## src/rtl/uart_rx_param.sv

```systemverilog
// Oversampling UART receiver: 2-of-3 mid-bit voting, optional parity, 1-2 stop bits,
// and a single-word holding register drained through a valid/ready handshake.
module uart_rx_param #(
    parameter int CLK_DIV    = 2,
    parameter int OVERSAMPLE = 16,
    parameter int DATA_BITS  = 8,
    parameter int PARITY     = 0,
    parameter int STOP_BITS  = 1
) (
    input  logic                 clk,
    input  logic                 reset,
    input  logic                 rx,
    output logic [DATA_BITS-1:0] data,
    output logic                 valid,
    input  logic                 ready,
    output logic                 parity_err,
    output logic                 frame_err,
    output logic                 overrun,
    output logic [2:0]           state_dbg
);
    // valid/ready: a word moves on any rising clk edge with both high; until then valid
    // stays high and data/flags stay stable. ready while valid is low is ignored.
    localparam int DIV_W  = (CLK_DIV > 1) ? $clog2(CLK_DIV) : 1;
    localparam int TICK_W = $clog2(OVERSAMPLE);
    localparam int BIT_W  = $clog2(DATA_BITS);
    localparam logic [DIV_W-1:0]  DIV_MAX  = DIV_W'(CLK_DIV - 1);
    localparam logic [TICK_W-1:0] TICK_MAX = TICK_W'(OVERSAMPLE - 1);
    localparam logic [TICK_W-1:0] MID_LO   = TICK_W'(OVERSAMPLE / 2 - 1);
    localparam logic [TICK_W-1:0] MID      = TICK_W'(OVERSAMPLE / 2);
    localparam logic [TICK_W-1:0] MID_HI   = TICK_W'(OVERSAMPLE / 2 + 1);
    localparam logic [BIT_W-1:0]  BIT_LAST = BIT_W'(DATA_BITS - 1);
    localparam logic              STOP_LAST = 1'(STOP_BITS - 1);

    typedef enum logic [2:0] {
        S_IDLE      = 3'd0,
        S_START     = 3'd1,
        S_DATA      = 3'd2,
        S_PARITY    = 3'd3,
        S_STOP      = 3'd4,
        S_WAIT_HIGH = 3'd5
    } state_t;

    state_t                state_q, state_d;
    logic                  rx_meta_q, rxs_q, rxs_prev_q;
    logic [DIV_W-1:0]      div_q, div_d;
    logic [TICK_W-1:0]     tick_q, tick_d;
    logic [BIT_W-1:0]      bit_q, bit_d;
    logic                  stop_q, stop_d;
    logic                  s0_q, s0_d, s1_q, s1_d;
    logic [DATA_BITS-1:0]  shift_q, shift_d;
    logic                  par_q, par_d;
    logic                  fe_acc_q, fe_acc_d;
    logic                  last_stop_q, last_stop_d;
    logic                  commit_q, commit_d;
    logic [DATA_BITS-1:0]  data_q, data_d;
    logic                  valid_q, valid_d, perr_q, perr_d, ferr_q, ferr_d, ovr_q, ovr_d;
    logic                  tick, vote, vote_now, bit_done, par_calc;

    always_ff @(posedge clk or negedge reset) begin
        if (!reset) begin
            state_q     <= S_IDLE;
            rx_meta_q   <= 1'b1;
            rxs_q       <= 1'b1;
            rxs_prev_q  <= 1'b1;
            div_q       <= '0;
            tick_q      <= '0;
            bit_q       <= '0;
            stop_q      <= 1'b0;
            s0_q        <= 1'b1;
            s1_q        <= 1'b1;
            shift_q     <= '0;
            par_q       <= 1'b0;
            fe_acc_q    <= 1'b0;
            last_stop_q <= 1'b1;
            commit_q    <= 1'b0;
            data_q      <= '0;
            valid_q     <= 1'b0;
            perr_q      <= 1'b0;
            ferr_q      <= 1'b0;
            ovr_q       <= 1'b0;
        end else begin
            state_q     <= state_d;
            rx_meta_q   <= rx;
            rxs_q       <= rx_meta_q;
            rxs_prev_q  <= rxs_q;
            div_q       <= div_d;
            tick_q      <= tick_d;
            bit_q       <= bit_d;
            stop_q      <= stop_d;
            s0_q        <= s0_d;
            s1_q        <= s1_d;
            shift_q     <= shift_d;
            par_q       <= par_d;
            fe_acc_q    <= fe_acc_d;
            last_stop_q <= last_stop_d;
            commit_q    <= commit_d;
            data_q      <= data_d;
            valid_q     <= valid_d;
            perr_q      <= perr_d;
            ferr_q      <= ferr_d;
            ovr_q       <= ovr_d;
        end
    end

    // Ticks are counted from the start edge, so tick OVERSAMPLE-1 closes each bit.
    always_comb begin
        tick     = (state_q != S_IDLE) && (div_q == DIV_MAX);
        vote     = (s0_q & s1_q) | (s0_q & rxs_q) | (s1_q & rxs_q);
        vote_now = tick && (tick_q == MID_HI);
        bit_done = tick && (tick_q == TICK_MAX);

        state_d     = state_q;
        div_d       = (div_q == DIV_MAX) ? '0 : div_q + 1'b1;
        tick_d      = tick_q;
        bit_d       = bit_q;
        stop_d      = stop_q;
        s0_d        = s0_q;
        s1_d        = s1_q;
        shift_d     = shift_q;
        par_d       = par_q;
        fe_acc_d    = fe_acc_q;
        last_stop_d = last_stop_q;
        commit_d    = 1'b0;

        if (tick) tick_d = (tick_q == TICK_MAX) ? '0 : tick_q + 1'b1;
        if (tick && tick_q == MID_LO) s0_d = rxs_q;
        if (tick && tick_q == MID) s1_d = rxs_q;

        case (state_q)
            S_IDLE: begin
                div_d  = '0;
                tick_d = '0;
                if (rxs_prev_q && !rxs_q) begin
                    state_d = S_START;
                    bit_d   = '0;
                    stop_d  = 1'b0;
                end
            end
            S_START: begin
                if (vote_now && vote) begin
                    state_d = S_IDLE;
                    div_d   = '0;
                    tick_d  = '0;
                end else if (bit_done) begin
                    state_d = S_DATA;
                end
            end
            S_DATA: begin
                if (vote_now) shift_d = {vote, shift_q[DATA_BITS-1:1]};
                if (bit_done) begin
                    if (bit_q == BIT_LAST) begin
                        bit_d    = '0;
                        stop_d   = 1'b0;
                        fe_acc_d = 1'b0;
                        state_d  = (PARITY != 0) ? S_PARITY : S_STOP;
                    end else begin
                        bit_d = bit_q + 1'b1;
                    end
                end
            end
            S_PARITY: begin
                if (vote_now) par_d = vote;
                if (bit_done) begin
                    state_d  = S_STOP;
                    stop_d   = 1'b0;
                    fe_acc_d = 1'b0;
                end
            end
            S_STOP: begin
                if (commit_q) begin
                    state_d = last_stop_q ? S_IDLE : S_WAIT_HIGH;
                    if (last_stop_q) begin
                        div_d  = '0;
                        tick_d = '0;
                    end
                end else begin
                    if (vote_now) begin
                        if (!vote) fe_acc_d = 1'b1;
                        last_stop_d = vote;
                        if (stop_q == STOP_LAST) commit_d = 1'b1;
                    end
                    if (bit_done) stop_d = stop_q + 1'b1;
                end
            end
            S_WAIT_HIGH: begin
                if (rxs_q) begin
                    state_d = S_IDLE;
                    div_d   = '0;
                    tick_d  = '0;
                end
            end
            default: state_d = S_IDLE;
        endcase
    end

    always_comb begin
        par_calc = 1'b0;
        if (PARITY == 1) par_calc = ^shift_q ^ par_q;
        if (PARITY == 2) par_calc = ~(^shift_q ^ par_q);

        data_d  = data_q;
        valid_d = valid_q;
        perr_d  = perr_q;
        ferr_d  = ferr_q;
        ovr_d   = ovr_q;
        if (commit_q) begin
            if (!valid_q || ready) begin
                data_d  = shift_q;
                perr_d  = par_calc;
                ferr_d  = fe_acc_q;
                valid_d = 1'b1;
                if (valid_q) ovr_d = 1'b0;
            end else begin
                ovr_d = 1'b1;
            end
        end else if (valid_q && ready) begin
            valid_d = 1'b0;
            ovr_d   = 1'b0;
        end
    end

    assign data       = data_q;
    assign valid      = valid_q;
    assign parity_err = perr_q;
    assign frame_err  = ferr_q;
    assign overrun    = ovr_q;
    assign state_dbg  = state_q;
endmodule

```

## config.mk

```make
export PLATFORM = sky130hd
export DESIGN_NAME = uart_rx_param
export DESIGN_NICKNAME = d
export VERILOG_FILES = /design/src/rtl/uart_rx_param.sv
export SDC_FILE = /design/constraint.sdc
export NUM_CORES = 1
export LEC_CHECK = 0
export ABC_CLOCK_PERIOD_IN_PS = 2200
export BUFFER_PORTS_ARGS = -buffer_cell sky130_fd_sc_hd__buf_2
export CAP_MARGIN = 20
export CORE_MARGIN = 2
export CORE_UTILIZATION = 35
export CTS_CLUSTER_DIAMETER = 60
export DETAILED_ROUTE_END_ITERATION = 10
export MAX_ROUTING_LAYER = met4
export PLACE_DENSITY = 0.49
export SLEW_MARGIN = 20
export SYNTH_ARGS = -nofsm -noshare
export SYNTH_HDL_FRONTEND = slang
export SYNTH_SLANG_ARGS = --single-unit
```

## constraint.sdc

```tcl
create_clock -name clk -period 2.2 [get_ports clk]
set_input_delay 0.33 -clock clk [delete_from_list [all_inputs] [get_ports clk]]
set_output_delay 0.33 -clock clk [all_outputs]
set_load 0.02 [all_outputs]
```

== After elaboration in Yosys (flattened, before gate mapping) ==
Cells that the tools add are included.

* Flip-flop bits (word level): 39
* Input bits: 4
* Output and inout bits: 15
* Logic and storage cells: 125

* $add $sub $neg: 4
* Eq/ne operators: 23
* Mux-type cells: 48
* Bitwise logic cells: 6
* Reductions and logical operators: 26

{| class="wikitable"
|+ Operators with widths
! kind !! count
|-
| 3-bit 2-to-1 mux || 12
|-
| 1-bit 2-to-1 mux || 24
|-
| 4-bit 2-to-1 mux || 6
|-
| 7-bit AND reduction || 3
|-
| 2-bit inequality test, second input constant || 10
|-
| 3-bit case mux with 6 select lines || 1
|-
| 4-bit case mux with 4 select lines || 1
|-
| 4-bit equality test, second input constant || 3
|-
| 3-bit equality test, second input constant || 3
|-
| 1-bit logical AND || 8
|-
| 1-bit case mux with 4 select lines || 2
|-
| 2-bit AND reduction || 4
|-
| 3-bit by 2-bit equality test with 1-bit output, second input constant || 2
|-
| 3-bit inequality test, second input constant || 2
|-
| 3-bit case mux with 2 select lines || 1
|-
| 3-bit AND reduction || 2
|-
| 3-bit nonzero test || 2
|-
| 4-bit by 1-bit adder with 4-bit output, second input constant || 1
|-
| 4-bit by 3-bit equality test with 1-bit output, second input constant || 1
|-
| 2-bit nonzero test || 2
|-
| 4-bit nonzero test || 1
|-
| 3-bit by 1-bit adder with 3-bit output, second input constant || 1
|-
| 1-bit AND || 3
|-
| 3-bit by 1-bit equality test with 1-bit output, second input constant || 1
|-
| other kinds (8) || 11
|}

== Depth between registers and ports, before layout ==
* Depth in word-level cells: 7
* Mapped depth: 6
* Gate-level depth less buffers: 6

== Worst setup path before layout ==
OpenSTA, ideal clock, no wires.

* Path kind: register to register
* From: reg tick_q[0]
* To: reg bit_q[0]
* Library setup time: 0.125 ns
* Arrival time: 1.532 ns
* Data required time: 2.075 ns
* Slack: 0.543 ns
* Stages on the path, launching flop included: 6
* Path buffers: 0
* Clock period less this slack: 1.657 ns
* Path through: dfrtp_1 > ha_1 > nand4_1 > nor2_1 > o21ai_0 > mux2_2

* Longest elaborated chain between the ends: 4

{| class="wikitable"
|+ RTL lines
! element !! RTL line !! text
|-
| from (decl) || 46 || <nowiki>logic [TICK_W-1:0] tick_q, tick_d;</nowiki>
|-
| from (signal assigned) || 87 || <nowiki>tick_q <= tick_d;</nowiki>
|-
| 4-bit equality test || 110 || <nowiki>bit_done = tick && (tick_q == TICK_MAX);</nowiki>
|-
| 1-bit logical AND || 110 ||
|-
| 2-bit inequality test (no line) || n/a ||
|-
| 3-bit AND reduction (no line) || n/a ||
|-
| to (signal assigned) || 88 || <nowiki>bit_q <= bit_d;</nowiki>
|-
| to (decl) || 47 || <nowiki>logic [BIT_W-1:0] bit_q, bit_d;</nowiki>
|}

No other way between the ends.
A chain may end at the register's enable or synchronous reset.

== Worst setup path after layout ==
* From: reg tick_q[0]
* To: reg bit_q[1]

Same word-level chain as after synthesis.

==> run metrics <==
Avg Cell Area, Syn about 12 um^2; initial drt markers 59; Clock Root Buffer clkbuf_8; Fmax 0.522 GHz; DR pass1 iterations 4; Async SR Flop Fraction between 90% and 100%; die width around 77 um; Mapped Cells around 160; synth cell count leaders 33 x dfrtp_1, 22 x mux2_2, 15 x nor2_1; worst vdd ir approximately 0.00029 V; post_cts resized 0; status finished, final reports clean; Final Max Tran Viols 0; clk slew on worst S/H paths ~0.080 ns; Worst EP required 2.38 ns; P&R area growth vs syn 13.3%; Yosys top cell by area dfrtp_1; syn nets between 150 and 200; Area contributors post-synth dfrtp_1 45%, mux2_2 13%, dfstp_2 8.5%; # DRC 0; Max Cap Violations 0; Fin. Hold Viols 0; sum of negative setup slack 0 ns; Int Power between 1 and 1.5 mW; CTS tree built; Worst path max stage delay ~0.43 ns; largest net degree at the start of global routing 40; proportion of power drawn by combinational gates about 23%; Total Power between 1.5 and 2 mW; most frequent cell after synthesis dfrtp_1; Final GP Congestion ~0.89; Buffers on Ports 17; worst setup margin around 0.28 ns; Max FO, Critical Path 8; # IOs 19; Power Density around 950 mW/mm^2; site row count 26; unrepaired setup endpoints after global routing false; layout cells sized above 1 around a third; HPWL after DPL around 2400 um; die area roughly 0.006 mm^2; Post-CTS Setup Repair Bufs 0; Starting Density roughly 36%; clock share of power 29.7%; worst path bufs/invs 0; Yosys reg bits 39; GRT Resource Usage Total roughly an eighth; Layout Cell Area excl Fill ~0.0021 mm^2; Final Core Density around 41%; worst skew pair latency around 0.30 ns; Slew headroom a little over two fifths; Vias/cell 5.13; Max stage delay cell, worst path dfrtp_1; delay-heaviest family, CP flip-flops; ANT cells 0; Die H 76.8 um; nature of the critical path endpoint register; period utilization slightly below 90%; initial antenna violation count 0; Setup Viol. Count Final 0; Switching Power 0.646 mW; Routed Antenna Nets 0; slew at the pin closest to its max-slew limit 0.842 ns; Setup WS pre-CTS between 0.2 and 0.3 ns; nets ~190; Synth cell types 43; crit path time final approximately 1.9 ns; leakage about 1.0 nW; total core area a little over 0.005 mm^2; hold_buf cts 0; Worst EP arrival between 2 and 2.5 ns; Sequential Power Share a little under half; vias in the first global route ~1,300; kind of critical path reg -> reg; Post-synth EDFFs 0; TritonCTS Buffers 5; register area share after synthesis 53.0%; Vias 1,268; Startpoint Class register; maximum clock path buffer count 2; placed cell area 0.00199 mm^2; Clock Sinks 39; post-synth top area share between 40% and 50%; GR Overflow Total 0; CTS H-Tree Depth 2; switch share around a third; Layout Skew 0.00768 ns; first-pass GRT wire length just under 6000 um; Post-Syn Area around 0.0019 mm^2; Fill cells slightly above 500; yosys warns 0; Hold WC Path Type in -> async; final wirelength about 3500 um; Critical Path, Cell by Cell ha_1, nand4_1, nor2_1, o21ai_0, mux2_2; routed length per instance between 10 and 15 um; most used flip-flop cell after synthesis dfrtp_1
path summary, 6_finish.rpt:
| check | startpoint | endpoint | slack, ns | depth (start not counted) |
|---|---|---|---|---|
| setup reg to reg | tick_q[0]$_DFF_PN0_ | bit_q[1]$_DFFE_PN0P_ | 0.28 | 5 |
| hold / removal | reset | data[1]$_DFFE_PN0P_ | 0.13 | 1 |
| max in group asynchronous | reset | tick_q[0]$_DFF_PN0_ | 1.53 | 1 |
| setup / recovery | tick_q[0]$_DFF_PN0_ | bit_q[1]$_DFFE_PN0P_ | 0.28 | 5 |
| min in group clk | rx | rx_meta_q$_DFF_PN1_ | 0.13 | 1 |
| hold reg to reg | rx_meta_q$_DFF_PN1_ | rxs_q$_DFF_PN1_ | 0.36 | 0 |
cell usage in the layout (no fill, tap or decap), drive strengths merged, types with 2 or more instances in the layout:
cell and n:
buf 17, dfstp 6, nand2 7, and4 2, and4b 2, inv 7, a211oi 2, a21oi 12
ha 5, mux2 22, nor2 15, clkbuf 6, a31oi 2, nand3 3, o21ai 7, dfrtp 33
nand2b 3, nand4 2
stage by stage:
step                std cells  hold slack, ns
floorplan                 157          0.0344
global placement          239           0.346
detailed placement        239           0.347
CTS                       247           0.120
global route              247           0.110
finish                    247           0.130
worst register-to-register path, stage by stage, from the launching register on:
cell and delay [ns]:
dfrtp_1 0.43, ha_1 0.31, nand4_1 0.24, nor2_1 0.06
o21ai_0 0.37, mux2_2 0.39
power groups by stage:
stage               Sequential (mW)  Combinational [mW]  Clock, mW
floorplan                     0.913               0.383          0
finish                        0.948               0.451      0.590
global route                  0.966               0.510      0.646
global placement              0.955               0.441          0
detailed placement            0.958               0.456          0
CTS                           0.945               0.458      0.613
area by class of cell:
class | instances | area, um^2 | area share, %
Sequential cell | 39 | 983 | 46.8
Multi-Input combinational cell | 106 | 808 | 38.5
Tap cell | 70 | 87.6 | 4.17
Timing Repair Buffer | 17 | 85.1 | 4.05
Clock buffer | 6 | 72.6 | 3.45
Clock inverter | 2 | 37.5 | 1.79
Inverter | 7 | 26.3 | 1.25
routing by layer:
layer | part of all wire [%] | up-vias | wire (um) | global-route usage, %
met3 | 4.3 | 6 | 148 | 4.35
met2 | 50 | 26 | 1720 | 21.1
met1 | 44 | 628 | 1530 | 15.2
met4 | 1.8 | 0 | 61 | 6.55
met5 | 0 | - | 0 | -
li1 | - | 608 | - | -
flip-flops by register name (all words and copies together) (netlist names), 3 cells and up:
signal     flops
state_dbg      3
bit_q          3
shift_q        8
data           8
tick_q         4
cell families after synthesis:
family | count (synthesis) | share of synthesized area [%]
multiplexers | 23 | 13.9
AND/OR/NAND/NOR | 42 | 12.7
buffers and inverters | 12 | 3.37
other | 1 | 0.202
flip-flops | 39 | 53.0
XOR/XNOR | 1 | 0.472
AO/OA/AOI/OAI | 33 | 12.4
adder cells (fa/ha/maj) | 6 | 3.91
(Power assumes the default switching activity.)
